===== config.mk =====
export PLATFORM = sky130hd
export DESIGN_NAME = stream_mux_arbiter
export DESIGN_NICKNAME = d
export VERILOG_FILES = /design/src/rtl/stream_arb_pkg.sv /design/src/rtl/rr_priority_picker.sv /design/src/rtl/stream_mux_arbiter.sv
export SDC_FILE = /design/constraint.sdc
export NUM_CORES = 1
export LEC_CHECK = 0
export CAP_MARGIN = 10
export CORE_AREA = 2 2 308 310
export CTS_CLUSTER_SIZE = 10
export DETAILED_ROUTE_END_ITERATION = 10
export DIE_AREA = 0 0 310 312
export HOLD_SLACK_MARGIN = 0.15
export PLACE_DENSITY = 0.3
export SLEW_MARGIN = 20
export SYNTH_ARGS = -nofsm -noshare
export SYNTH_HDL_FRONTEND = slang
export SYNTH_HIERARCHICAL = 1
export SYNTH_SLANG_ARGS = --single-unit

===== constraint.sdc =====
create_clock -name clk -period 8.8 [get_ports clk]
set_input_delay 1.76 -clock clk [delete_from_list [all_inputs] [get_ports clk]]
set_output_delay 1.76 -clock clk [all_outputs]
set_load 0.05 [all_outputs]

===== src/rtl/stream_arb_pkg.sv =====
// -----------------------------------------------------------------------------
// stream_arb_pkg
// Shared types, constants and helpers for the stream mux arbiter and the
// capture taps that feed it.
//   arb_state_t   : arbiter FSM states (IDLE, LOCKED)
//   STREAM_TYPE_* : tap identifiers, one per AXI channel
//   rr_pick()     : round-robin priority search used by rr_priority_picker
// -----------------------------------------------------------------------------
package stream_arb_pkg;

    typedef enum logic [0:0] {
        IDLE   = 1'b0,
        LOCKED = 1'b1
    } arb_state_t;

    // Tap identifiers; the tap index on the arbiter equals its stream type.
    localparam logic [2:0] STREAM_TYPE_AR = 3'd0;
    localparam logic [2:0] STREAM_TYPE_R  = 3'd1;
    localparam logic [2:0] STREAM_TYPE_AW = 3'd2;
    localparam logic [2:0] STREAM_TYPE_W  = 3'd3;
    localparam logic [2:0] STREAM_TYPE_B  = 3'd4;

    // Upper bound on requesters the picker helper can handle.
    localparam int RR_MAX_SRC = 32;
    localparam int RR_IDX_W   = 5;

    typedef struct packed {
        logic                found;
        logic [RR_IDX_W-1:0] idx;
    } rr_pick_t;

    // Returns the first requester at or after ptr, wrapping modulo num_src.
    // Walks offsets from highest to lowest so the smallest offset wins last.
    function automatic rr_pick_t rr_pick(
        input logic [RR_MAX_SRC-1:0] req,
        input logic [RR_IDX_W-1:0]   ptr,
        input int                    num_src
    );
        rr_pick_t            res;
        logic [RR_IDX_W-1:0] pos;
        res = '0;
        pos = '0;
        for (int off = RR_MAX_SRC - 1; off >= 0; off--) begin
            if (off < num_src) begin
                pos = RR_IDX_W'((int'(ptr) + off) % num_src);
                if (req[pos]) begin
                    res.found = 1'b1;
                    res.idx   = pos;
                end
            end
        end
        return res;
    endfunction

endpackage


===== src/rtl/rr_priority_picker.sv =====
// -----------------------------------------------------------------------------
// rr_priority_picker
// Combinational rotate/priority encoder: finds the first set request bit
// starting at ptr and wrapping around NUM_SRC.
//   req   : request vector, one bit per source
//   ptr   : index with highest priority this cycle
//   idx   : winning index (0 when nothing requests)
//   found : at least one request is set
// -----------------------------------------------------------------------------
module rr_priority_picker
    import stream_arb_pkg::*;
#(
    parameter int NUM_SRC      = 5,
    parameter int SRC_ID_WIDTH = $clog2(NUM_SRC)
) (
    input  logic [NUM_SRC-1:0]      req,
    input  logic [SRC_ID_WIDTH-1:0] ptr,
    output logic [SRC_ID_WIDTH-1:0] idx,
    output logic                    found
);

    rr_pick_t pick_s;
    logic     unused_idx_s;

    // Round-robin search over the zero-extended request vector.
    always_comb begin
        pick_s = rr_pick(RR_MAX_SRC'(req), RR_IDX_W'(ptr), NUM_SRC);
    end

    assign idx          = pick_s.idx[SRC_ID_WIDTH-1:0];
    assign found        = pick_s.found;
    assign unused_idx_s = ^pick_s.idx;

endmodule


===== src/rtl/stream_mux_arbiter.sv =====
// -----------------------------------------------------------------------------
// stream_mux_arbiter
// Shares one outbound AXI-Stream link among NUM_SRC capture taps. A packet is
// granted round-robin and the link stays locked on that tap until its last
// beat is accepted downstream. Routing is combinational (no added latency).
//
// Ports:
//   clk, resetn          : clock, asynchronous active-low reset
//   src_valid/in_progress/last/data : per-tap beat interface (src 0 at LSBs)
//   src_ready            : per-tap ready, one-hot or zero
//   m_axis_t*            : outbound stream
//   grant_id             : current winner, else the locked/last-locked tap
//   busy                 : high while locked onto a packet
//   proto_err            : sticky, a non-granted tap claimed to be mid-packet
//   pkt_count            : per-tap packet counters (only with the macro below)
//
// Build option: define STREAM_ARB_PKT_COUNT_EN to add pkt_count.
// -----------------------------------------------------------------------------
module stream_mux_arbiter
    import stream_arb_pkg::*;
#(
    parameter int NUM_SRC      = 5,
    parameter int DATA_WIDTH   = 128,
    parameter int SRC_ID_WIDTH = $clog2(NUM_SRC),
    parameter int CNT_WIDTH    = 32
) (
    input  logic                          clk,
    input  logic                          resetn,
    input  logic [NUM_SRC-1:0]            src_valid,
    input  logic [NUM_SRC-1:0]            src_in_progress,
    input  logic [NUM_SRC-1:0]            src_last,
    input  logic [NUM_SRC*DATA_WIDTH-1:0] src_data,
    output logic [NUM_SRC-1:0]            src_ready,
    output logic [DATA_WIDTH-1:0]         m_axis_tdata,
    output logic                          m_axis_tvalid,
    output logic                          m_axis_tlast,
    input  logic                          m_axis_tready,
    output logic [SRC_ID_WIDTH-1:0]       grant_id,
    output logic                          busy,
    output logic                          proto_err
`ifdef STREAM_ARB_PKT_COUNT_EN
    ,
    output logic [NUM_SRC*CNT_WIDTH-1:0]  pkt_count
`endif
);

    localparam logic [0:0] ST_IDLE   = IDLE;
    localparam logic [0:0] ST_LOCKED = LOCKED;
    localparam logic [NUM_SRC-1:0] ONE_HOT_0 = {{(NUM_SRC-1){1'b0}}, 1'b1};

    logic [0:0]              state_r;
    logic [SRC_ID_WIDTH-1:0] rr_ptr_r;
    logic [SRC_ID_WIDTH-1:0] lock_id_r;
    logic                    proto_err_r;

    logic [SRC_ID_WIDTH-1:0] pick_idx_s;
    logic                    pick_found_s;
    logic                    locked_s;
    logic [SRC_ID_WIDTH-1:0] sel_s;
    logic                    sel_valid_s;
    logic                    out_valid_s;
    logic                    hs_s;
    logic [SRC_ID_WIDTH-1:0] next_ptr_s;
    logic [NUM_SRC-1:0]      err_mask_s;

    rr_priority_picker #(
        .NUM_SRC      (NUM_SRC),
        .SRC_ID_WIDTH (SRC_ID_WIDTH)
    ) u_picker (
        .req   (src_valid),
        .ptr   (rr_ptr_r),
        .idx   (pick_idx_s),
        .found (pick_found_s)
    );

    assign locked_s = (state_r == ST_LOCKED);

    // Select the routed source: fixed while locked, round-robin winner when idle.
    always_comb begin
        sel_s       = pick_idx_s;
        sel_valid_s = pick_found_s;
        if (locked_s) begin
            sel_s       = lock_id_r;
            sel_valid_s = src_valid[lock_id_r];
        end else begin
            sel_s       = pick_idx_s;
            sel_valid_s = pick_found_s;
        end
    end

    // Outputs are gated by resetn so nothing leaks while reset is held.
    assign out_valid_s = resetn & sel_valid_s;
    assign hs_s        = out_valid_s & m_axis_tready;

    // Outbound mux and per-tap ready; payload is zeroed when not valid.
    always_comb begin
        m_axis_tdata  = '0;
        m_axis_tlast  = 1'b0;
        src_ready     = '0;
        if (out_valid_s) begin
            m_axis_tdata = src_data[int'(sel_s)*DATA_WIDTH +: DATA_WIDTH];
            m_axis_tlast = src_last[sel_s];
            src_ready    = m_axis_tready ? (ONE_HOT_0 << sel_s) : '0;
        end else begin
            m_axis_tdata = '0;
            m_axis_tlast = 1'b0;
            src_ready    = '0;
        end
    end

    assign m_axis_tvalid = out_valid_s;

    // Pointer advance with wrap at the last source.
    always_comb begin
        if (sel_s == SRC_ID_WIDTH'(NUM_SRC - 1)) begin
            next_ptr_s = '0;
        end else begin
            next_ptr_s = sel_s + SRC_ID_WIDTH'(1);
        end
    end

    // Taps other than the locked one must not claim to be mid-packet.
    always_comb begin
        if (locked_s) begin
            err_mask_s = src_in_progress & ~(ONE_HOT_0 << lock_id_r);
        end else begin
            err_mask_s = src_in_progress;
        end
    end

    // Grant indication: live winner when idle with requests, else lock_id.
    always_comb begin
        if (!resetn) begin
            grant_id = '0;
        end else if (!locked_s && pick_found_s) begin
            grant_id = pick_idx_s;
        end else begin
            grant_id = lock_id_r;
        end
    end

    assign busy      = locked_s;
    assign proto_err = proto_err_r;

    // Arbitration FSM, round-robin pointer, lock index and sticky error flag.
    always_ff @(posedge clk or negedge resetn) begin
        if (!resetn) begin
            state_r     <= ST_IDLE;
            rr_ptr_r    <= '0;
            lock_id_r   <= '0;
            proto_err_r <= 1'b0;
        end else begin
            if (hs_s) begin
                if (!locked_s) begin
                    if (m_axis_tlast) begin
                        rr_ptr_r <= next_ptr_s;
                    end else begin
                        state_r   <= ST_LOCKED;
                        lock_id_r <= pick_idx_s;
                    end
                end else if (m_axis_tlast) begin
                    state_r  <= ST_IDLE;
                    rr_ptr_r <= next_ptr_s;
                end
            end
            if (|err_mask_s) begin
                proto_err_r <= 1'b1;
            end
        end
    end

`ifdef STREAM_ARB_PKT_COUNT_EN
    for (genvar g = 0; g < NUM_SRC; g++) begin : g_cnt
        logic [CNT_WIDTH-1:0] cnt_r;

        // Count completed packets from this tap; wraps naturally.
        always_ff @(posedge clk or negedge resetn) begin
            if (!resetn) begin
                cnt_r <= '0;
            end else if (hs_s && m_axis_tlast && (sel_s == SRC_ID_WIDTH'(g))) begin
                cnt_r <= cnt_r + CNT_WIDTH'(1);
            end
        end

        assign pkt_count[g*CNT_WIDTH +: CNT_WIDTH] = cnt_r;
    end
`else
    localparam int unused_cnt_width = CNT_WIDTH;
`endif

endmodule


# [Word-level counts from Yosys, hierarchy flattened]
# Index checks and enable logic that the tools add are counted.
[totals] mem_bits_ro=0 in_bits=658 out_inout_bits=140 reg_bits=8 mem_count=0 word_cells=66 latchBits=0 ramBits=0
[op_classes] reduce_logical=5 n_mux=30 addsub=5 mul=0 shifts=3 n_lt_le_gt_ge=7 div=5 bitwise=6 n_eq_ne=1
[ops] op="640-bit by 11-bit variable part select with 128-bit output" count=1
[ops] op="32-bit by 4-bit modulo with 32-bit output, second input constant" count=4
[ops] op="128-bit 2-to-1 mux" count=1
[ops] op="4-bit by 4-bit modulo with 32-bit output, second input constant" count=1
[ops] op="5-bit by 6-bit < comparator with 1-bit output, second input constant" count=5
[ops] op="6-bit 2-to-1 mux" count=5
[ops] op="1-bit binary-select mux with 5-bit select" count=5
[ops] op="5-bit 2-to-1 mux" count=3
[ops] op="3-bit 2-to-1 mux" count=4
[ops] op="1-bit 2-to-1 mux" count=10
[ops] op="1-bit by 3-bit << shifter with 5-bit output, first input constant" count=2
[ops] op="3-bit by 2-bit adder with 4-bit output, second input constant" count=2
[ops] op="3-bit by 4-bit < comparator with 1-bit output, second input constant" count=2
[ops] op="1-bit binary-select mux with 3-bit select" count=2
[ops] op="5-bit bitwise AND" count=1
[ops] op="5-bit NOT" count=1
[ops] op="5-bit OR reduction" count=1
[ops] op="3-bit by 1-bit adder with 4-bit output, second input constant" count=1
[ops] op="3-bit by 3-bit adder with 4-bit output, second input constant" count=1
[ops] op="3-bit by 1-bit adder with 3-bit output, second input constant" count=1
[ops] op="3-bit equality test, second input constant" count=1
[ops] op="3-bit AND reduction" count=1
[ops] op="1-bit bitwise AND" count=2
[ops] op="1-bit NOT" count=2
[ops] op="3 further kinds" count=3

# [Longest topological paths before layout]
[depth] depth_word=15 ltp_mapped=27

# [Modules after synthesis]
# The synthesis kept the hierarchy.
[by_module_without_submodules] module="stream_mux_arbiter" area_each_um2=5560.3 cells_per_inst=541 instances=1
[by_module_without_submodules] module="rr_priority_picker" area_each_um2=2001.9 cells_per_inst=268 instances=1

# [Least setup slack after synthesis]
# Ideal clock, no wire load.
[synth_timing] path_type="register to output" startpoint="reg rr_ptr_r[0]" endpoint="out src_ready[3]" setup_slack_ns=0.874 stages_incl_launch_ff=26 t_arrival_ns=6.166 n_path_buf=4 cell_sequence="dfrtp_1 -> inv_1 -> clkbuf_1 -> ha_1 -> inv_1 -> ha_1 -> clkbuf_1 -> inv_1 -> ha_1 -> nor3_1 -> nor2_2 -> xnor2_1 -> mux4_2 -> mux2_2 -> a22o_1 -> nand2_1 -> nand3b_1 -> o211ai_1 -> mux2i_4 -> inv_2 -> buf_6 -> buf_8 -> ha_1 -> ha_1 -> inv_1 -> nor2_1"
[synth_via] elab_chain_cells=13
[synth_rtl] element="from (decl)" line_no="stream_mux_arbiter.sv:52" rtl="logic [SRC_ID_WIDTH-1:0] rr_ptr_r;"
[synth_rtl] element="from (signal assigned)" line_no="stream_mux_arbiter.sv:156" rtl="rr_ptr_r <= next_ptr_s;"
[synth_rtl] element="from (signal assigned)" line_no="stream_mux_arbiter.sv:163" rtl="rr_ptr_r <= next_ptr_s;"
[synth_rtl] element="3-bit by 3-bit adder with 4-bit output" line_no="stream_arb_pkg.sv:45" rtl="pos = RR_IDX_W'((int'(ptr) + off) % num_src);"
[synth_rtl] element="32-bit by 4-bit modulo with 32-bit output" line_no="stream_arb_pkg.sv:45"
[synth_rtl] element="1-bit binary-select mux with 5-bit select" line_no="stream_arb_pkg.sv:46" rtl="if (req[pos]) begin"
[synth_rtl] element="1-bit 2-to-1 mux (implied by the code)" line_no="stream_arb_pkg.sv:46"
[synth_rtl] element="6-bit 2-to-1 mux (4 in series)" line_no="stream_arb_pkg.sv:46"
[synth_rtl] element="6-bit 2-to-1 mux (*)" line_no="stream_arb_pkg.sv:46"
[synth_rtl] element="net pick_idx_s[0]" line_no="stream_mux_arbiter.sv:56" rtl="logic [SRC_ID_WIDTH-1:0] pick_idx_s;"
[synth_rtl] element="3-bit 2-to-1 mux (*)" line_no="stream_mux_arbiter.sv:82" rtl="if (locked_s) begin"
[synth_rtl] element="1-bit by 3-bit << shifter with 5-bit output (*)" line_no="stream_mux_arbiter.sv:103" rtl="src_ready = m_axis_tready ? (ONE_HOT_0 << sel_s) : '0;"
[synth_rtl] element="5-bit 2-to-1 mux (*)" line_no="stream_mux_arbiter.sv:103"
[synth_rtl] element="5-bit 2-to-1 mux (*)" line_no="stream_mux_arbiter.sv:100" rtl="if (out_valid_s) begin"
[synth_rtl] element="to (decl)" line_no="stream_mux_arbiter.sv:33" rtl="output logic [NUM_SRC-1:0] src_ready,"
# The timed path passes the listed nets; every way through them passes the cells marked *. The select of a mux whose other input is x is not followed.

# [Worst setup path in the final report]
[layout_timing] startpoint="reg rr_ptr_r[1]" endpoint="out m_axis_tdata[5]"
[layout_via] elab_chain_cells=12
[layout_rtl] element="3-bit by 3-bit adder with 4-bit output" line_no="stream_arb_pkg.sv:45"
[layout_rtl] element="32-bit by 4-bit modulo with 32-bit output" line_no="stream_arb_pkg.sv:45"
[layout_rtl] element="1-bit binary-select mux with 5-bit select" line_no="stream_arb_pkg.sv:46"
[layout_rtl] element="1-bit 2-to-1 mux (implied by the code)" line_no="stream_arb_pkg.sv:46"
[layout_rtl] element="6-bit 2-to-1 mux (4 in series)" line_no="stream_arb_pkg.sv:46"
[layout_rtl] element="6-bit 2-to-1 mux (*)" line_no="stream_arb_pkg.sv:46"
[layout_rtl] element="net pick_idx_s[1]" line_no="stream_mux_arbiter.sv:56"
[layout_rtl] element="3-bit 2-to-1 mux (*)" line_no="stream_mux_arbiter.sv:82"
[layout_rtl] element="640-bit by 11-bit variable part select with 128-bit output (*)" line_no="stream_mux_arbiter.sv:101" rtl="m_axis_tdata = src_data[int'(sel_s)*DATA_WIDTH +: DATA_WIDTH];"
[layout_rtl] element="128-bit 2-to-1 mux (*)" line_no="stream_mux_arbiter.sv:100"
[layout_rtl] element="to (decl)" line_no="stream_mux_arbiter.sv:34" rtl="output logic [DATA_WIDTH-1:0] m_axis_tdata,"
# Marks and branches as above.

==> results.cfg <==
[sta]
finalHoldViolations = 0
tightest_slew_ns = 0.889
drv_slew = 0
max_freq_mhz = 120
setup_viol = 0
timing.final.crit_share = 0.943
slew_headroom = 0.407
fin_tns_setup_ns = 0
fin_skew_ns = 0.0107
rsz0062_at_grt = no
period_minus_slack_ns = 8.30

[grt]
grt_pass1_wl_um = 116000
grtUsageMet1 = 0.193
top_usage_layer = met2
antenna_found_initial = 96
grt_usage = 0.179
grt_pass1_vias = 11800
met2_usage = 0.311
grt_max_degree = 77
met3_usage = 0.0627
grt-ovfl-total = 0

[floorplan]
ios = 798
dieArea_sq_um = 96700
die_y_um = 312
floorplan.initialDensity = 0.0813
rows = 112
die_w_um = 310
coreArea_sq_um = 93000

[clock_network]
cts_max_path_buffers = 2
h-tree-depth = 1
clock_sinks = 8
cts_root_buf = clkbuf_16
clk_latency_ns = 0.24
ctsHoldBuffers = 0
cts_tree = done
clk_pin_slew_ns = 0.04
numCtsBuffers = 3

[layout]
final_area_sq_um = 17200
layout_common_cells = 663 x clkdlybuf4s50_1, 171 x buf_4, 146 x nor2_1
drive_above_1_share = 0.236
final_common_cell = clkdlybuf4s50_1
fin_nets = 2268
nFillCells = 10400
area_growth_pct = 127
instances_no_fill = 2871
regArea_sq_um = 200
multi_input_area_sq_um = 6740

[synthesis]
synth_nets = 1493
avgSynthCellArea_sq_um = 9.35
synthFlopType = dfrtp_1
synth_edf_count = 0
synth_cell_types = 86
syn_inst = 809
async_flop_share = 1.00
ys_seq_elements = 8
syn_area_sq_um = 7560
seq_area_frac_synth = 0.0265
yosys_warnings = 6

[outcome]
status = finished clean

[worst_setup_path]
r2r.worst_path.cells = 22
critPathArrivalTime_ns = 6.54
critPathLaunch = rr_ptr_r[1]
critical_path_class = reg2out
r2r_slack_ns = 2.64
worstPathRequired_ns = 7.04
timing.rr.end = rr_ptr_r[2]
setup.worst_path.end_class = output pin
start_kind = flip-flop
r2r_start = rr_ptr_r[1]
critPathCapture = m_axis_tdata[5]
crit_fanout = 42

[route]
drt-pass1-iter-count = 5
num_vias = 11400
drt.antenna.violating_nets = 0
wirelength_um = 91500
drt_iter0_markers = 806
drt-vias-per-instance = 3.98
drc_errors = 0
wl_per_cell_um = 31.9

[place]
gp_congestion = 0.903
dp_hpwl_um = 81700
dpl.cell_count = 2833
place_area_sq_um = 17000
io_buffers = 797

[min_path]
min_path_type = reg2reg
hold_depth = 2

[pwr]
ir_drop_uv = 302
powerDensity_nw_per_um2 = 566
power_uw = 9730
leakagePower_uw = 0.00624

[run]
maxCapViolCount = 0
[stage by stage]
| step | util | worst slack, ns | hold slack, ns |
|---|---|---|---|
| 6_report | 0.185 | 0.501 | 0.503 |
| 5_1_grt | 0.184 | 0.0440 | 0.530 |
| 4_1_cts | 0.184 | 0.228 | 0.505 |
| 3_5_place_dp | 0.183 | 0.477 | 0.486 |
| 3_3_place_gp | 0.183 | 0.605 | 0.497 |
| 2_1_floorplan | - | 0.874 | 0.581 |
[cells in the mapped netlist (3+ instances only)]
cell type,instances,area [sq um]
nand2b_1,9,56.3
a31oi_1,4,25.0
buf_4,7,52.6
dfrtp_1,8,200
or3b_1,3,26.3
inv_1,22,82.6
buf_2,44,220
nand3_1,12,60.1
a21boi_0,3,22.5
buf_8,10,150
clkbuf_1,16,60.1
ha_1,26,325
nor2_1,146,548
nand3b_1,3,22.5
buf_6,3,33.8
a21oi_1,22,110
o211ai_1,8,60.1
mux2i_1,10,100
mux2_1,3,33.8
a211oi_1,4,30.0
o22ai_1,3,18.8
o21a_1,3,22.5
a22oi_1,130,976
nor2b_1,12,75.1
mux2_2,11,124
and2_1,7,43.8
nor3_1,4,20.0
nand2_1,33,124
o21ai_0,22,110
buf_1,8,30.0
and3_1,3,18.8
mux4_2,134,3020
a211o_1,3,26.3
xnor2_1,7,61.3
nand4_1,4,25.0
[how the worst min path moves through the flow]
stage / from / slack [ns] / end
6_report: proto_err / 0.50 / proto_err
4_1_cts: proto_err / 0.51 / proto_err
5_1_grt: proto_err / 0.53 / proto_err
3_3_place_gp: proto_err / 0.50 / proto_err
3_5_place_dp: proto_err / 0.49 / proto_err
2_1_floorplan: rr_ptr_r[2] / 0.58 / rr_ptr_r[2]
[kinds of logic after synthesis]
| logic type | count (synthesis) | share of synthesized area |
|---|---|---|
| AO/OA/AOI/OAI | 241 | 0.242 |
| XOR/XNOR | 10 | 0.0141 |
| adder cells (fa/ha/maj) | 26 | 0.0430 |
| buffers and inverters | 113 | 0.0850 |
| flip-flops | 8 | 0.0265 |
| multiplexers | 160 | 0.438 |
| AND/OR/NAND/NOR | 251 | 0.152 |
[power by group]
| part | leakage [uW] | internal [uW] | switching (uW) |
|---|---|---|---|
| registers | 0.0000941 | 51.4 | 48.9 |
| clock network | 0.0000372 | 59.0 | 21.8 |
| logic | 0.00611 | 4020 | 5530 |
[flip-flops by register name, summed over array words and instances, names as in the netlist]
signal and cells:
rr_ptr_r 3, proto_err 1, lock_id_r 3, busy 1
[worst max-delay path: stages (launching register included)]
cell	delay (ns)
dfrtp_1	0.37
inv_1	0.29
ha_1	0.35
inv_1	0.10
ha_1	0.31
inv_1	0.07
ha_1	0.22
nor3_1	0.43
nor2_2	0.08
xnor2_1	0.45
mux4_2	0.59
mux2_2	0.30
a22o_1	0.19
a211o_1	0.31
o211ai_2	0.08
a31o_1	0.36
mux2i_2	0.24
inv_6	0.25
buf_12	0.29
mux4_2	0.24
a22oi_1	0.06
nor2_1	0.40
buf_4	0.29
[cell type report]
| cell class | instances | area share |
|---|---|---|
| timing repair buffer | 858 | 0.489 |
| multi-input combinational | 688 | 0.392 |
| tap | 1254 | 0.0913 |
| sequential | 8 | 0.0116 |
| inverter | 25 | 0.00663 |
| antenna | 35 | 0.00510 |
| clock buffer | 3 | 0.00437 |
[what timing repair did]
| item | in CTS | in global routing |
|---|---|---|
| buffers inserted | 0 | 0 |
| endpoints found under the setup margin | 0 | 7 |
| resized for setup | 0 | 1 |
[layer usage]
layer	vias up	part of all wire
met1	5671	0.36
met5	-	0.0033
met3	164	0.096
met4	44	0.047
li1	4849	-
met2	693	0.49
Power figures use the tool's default switching activity.
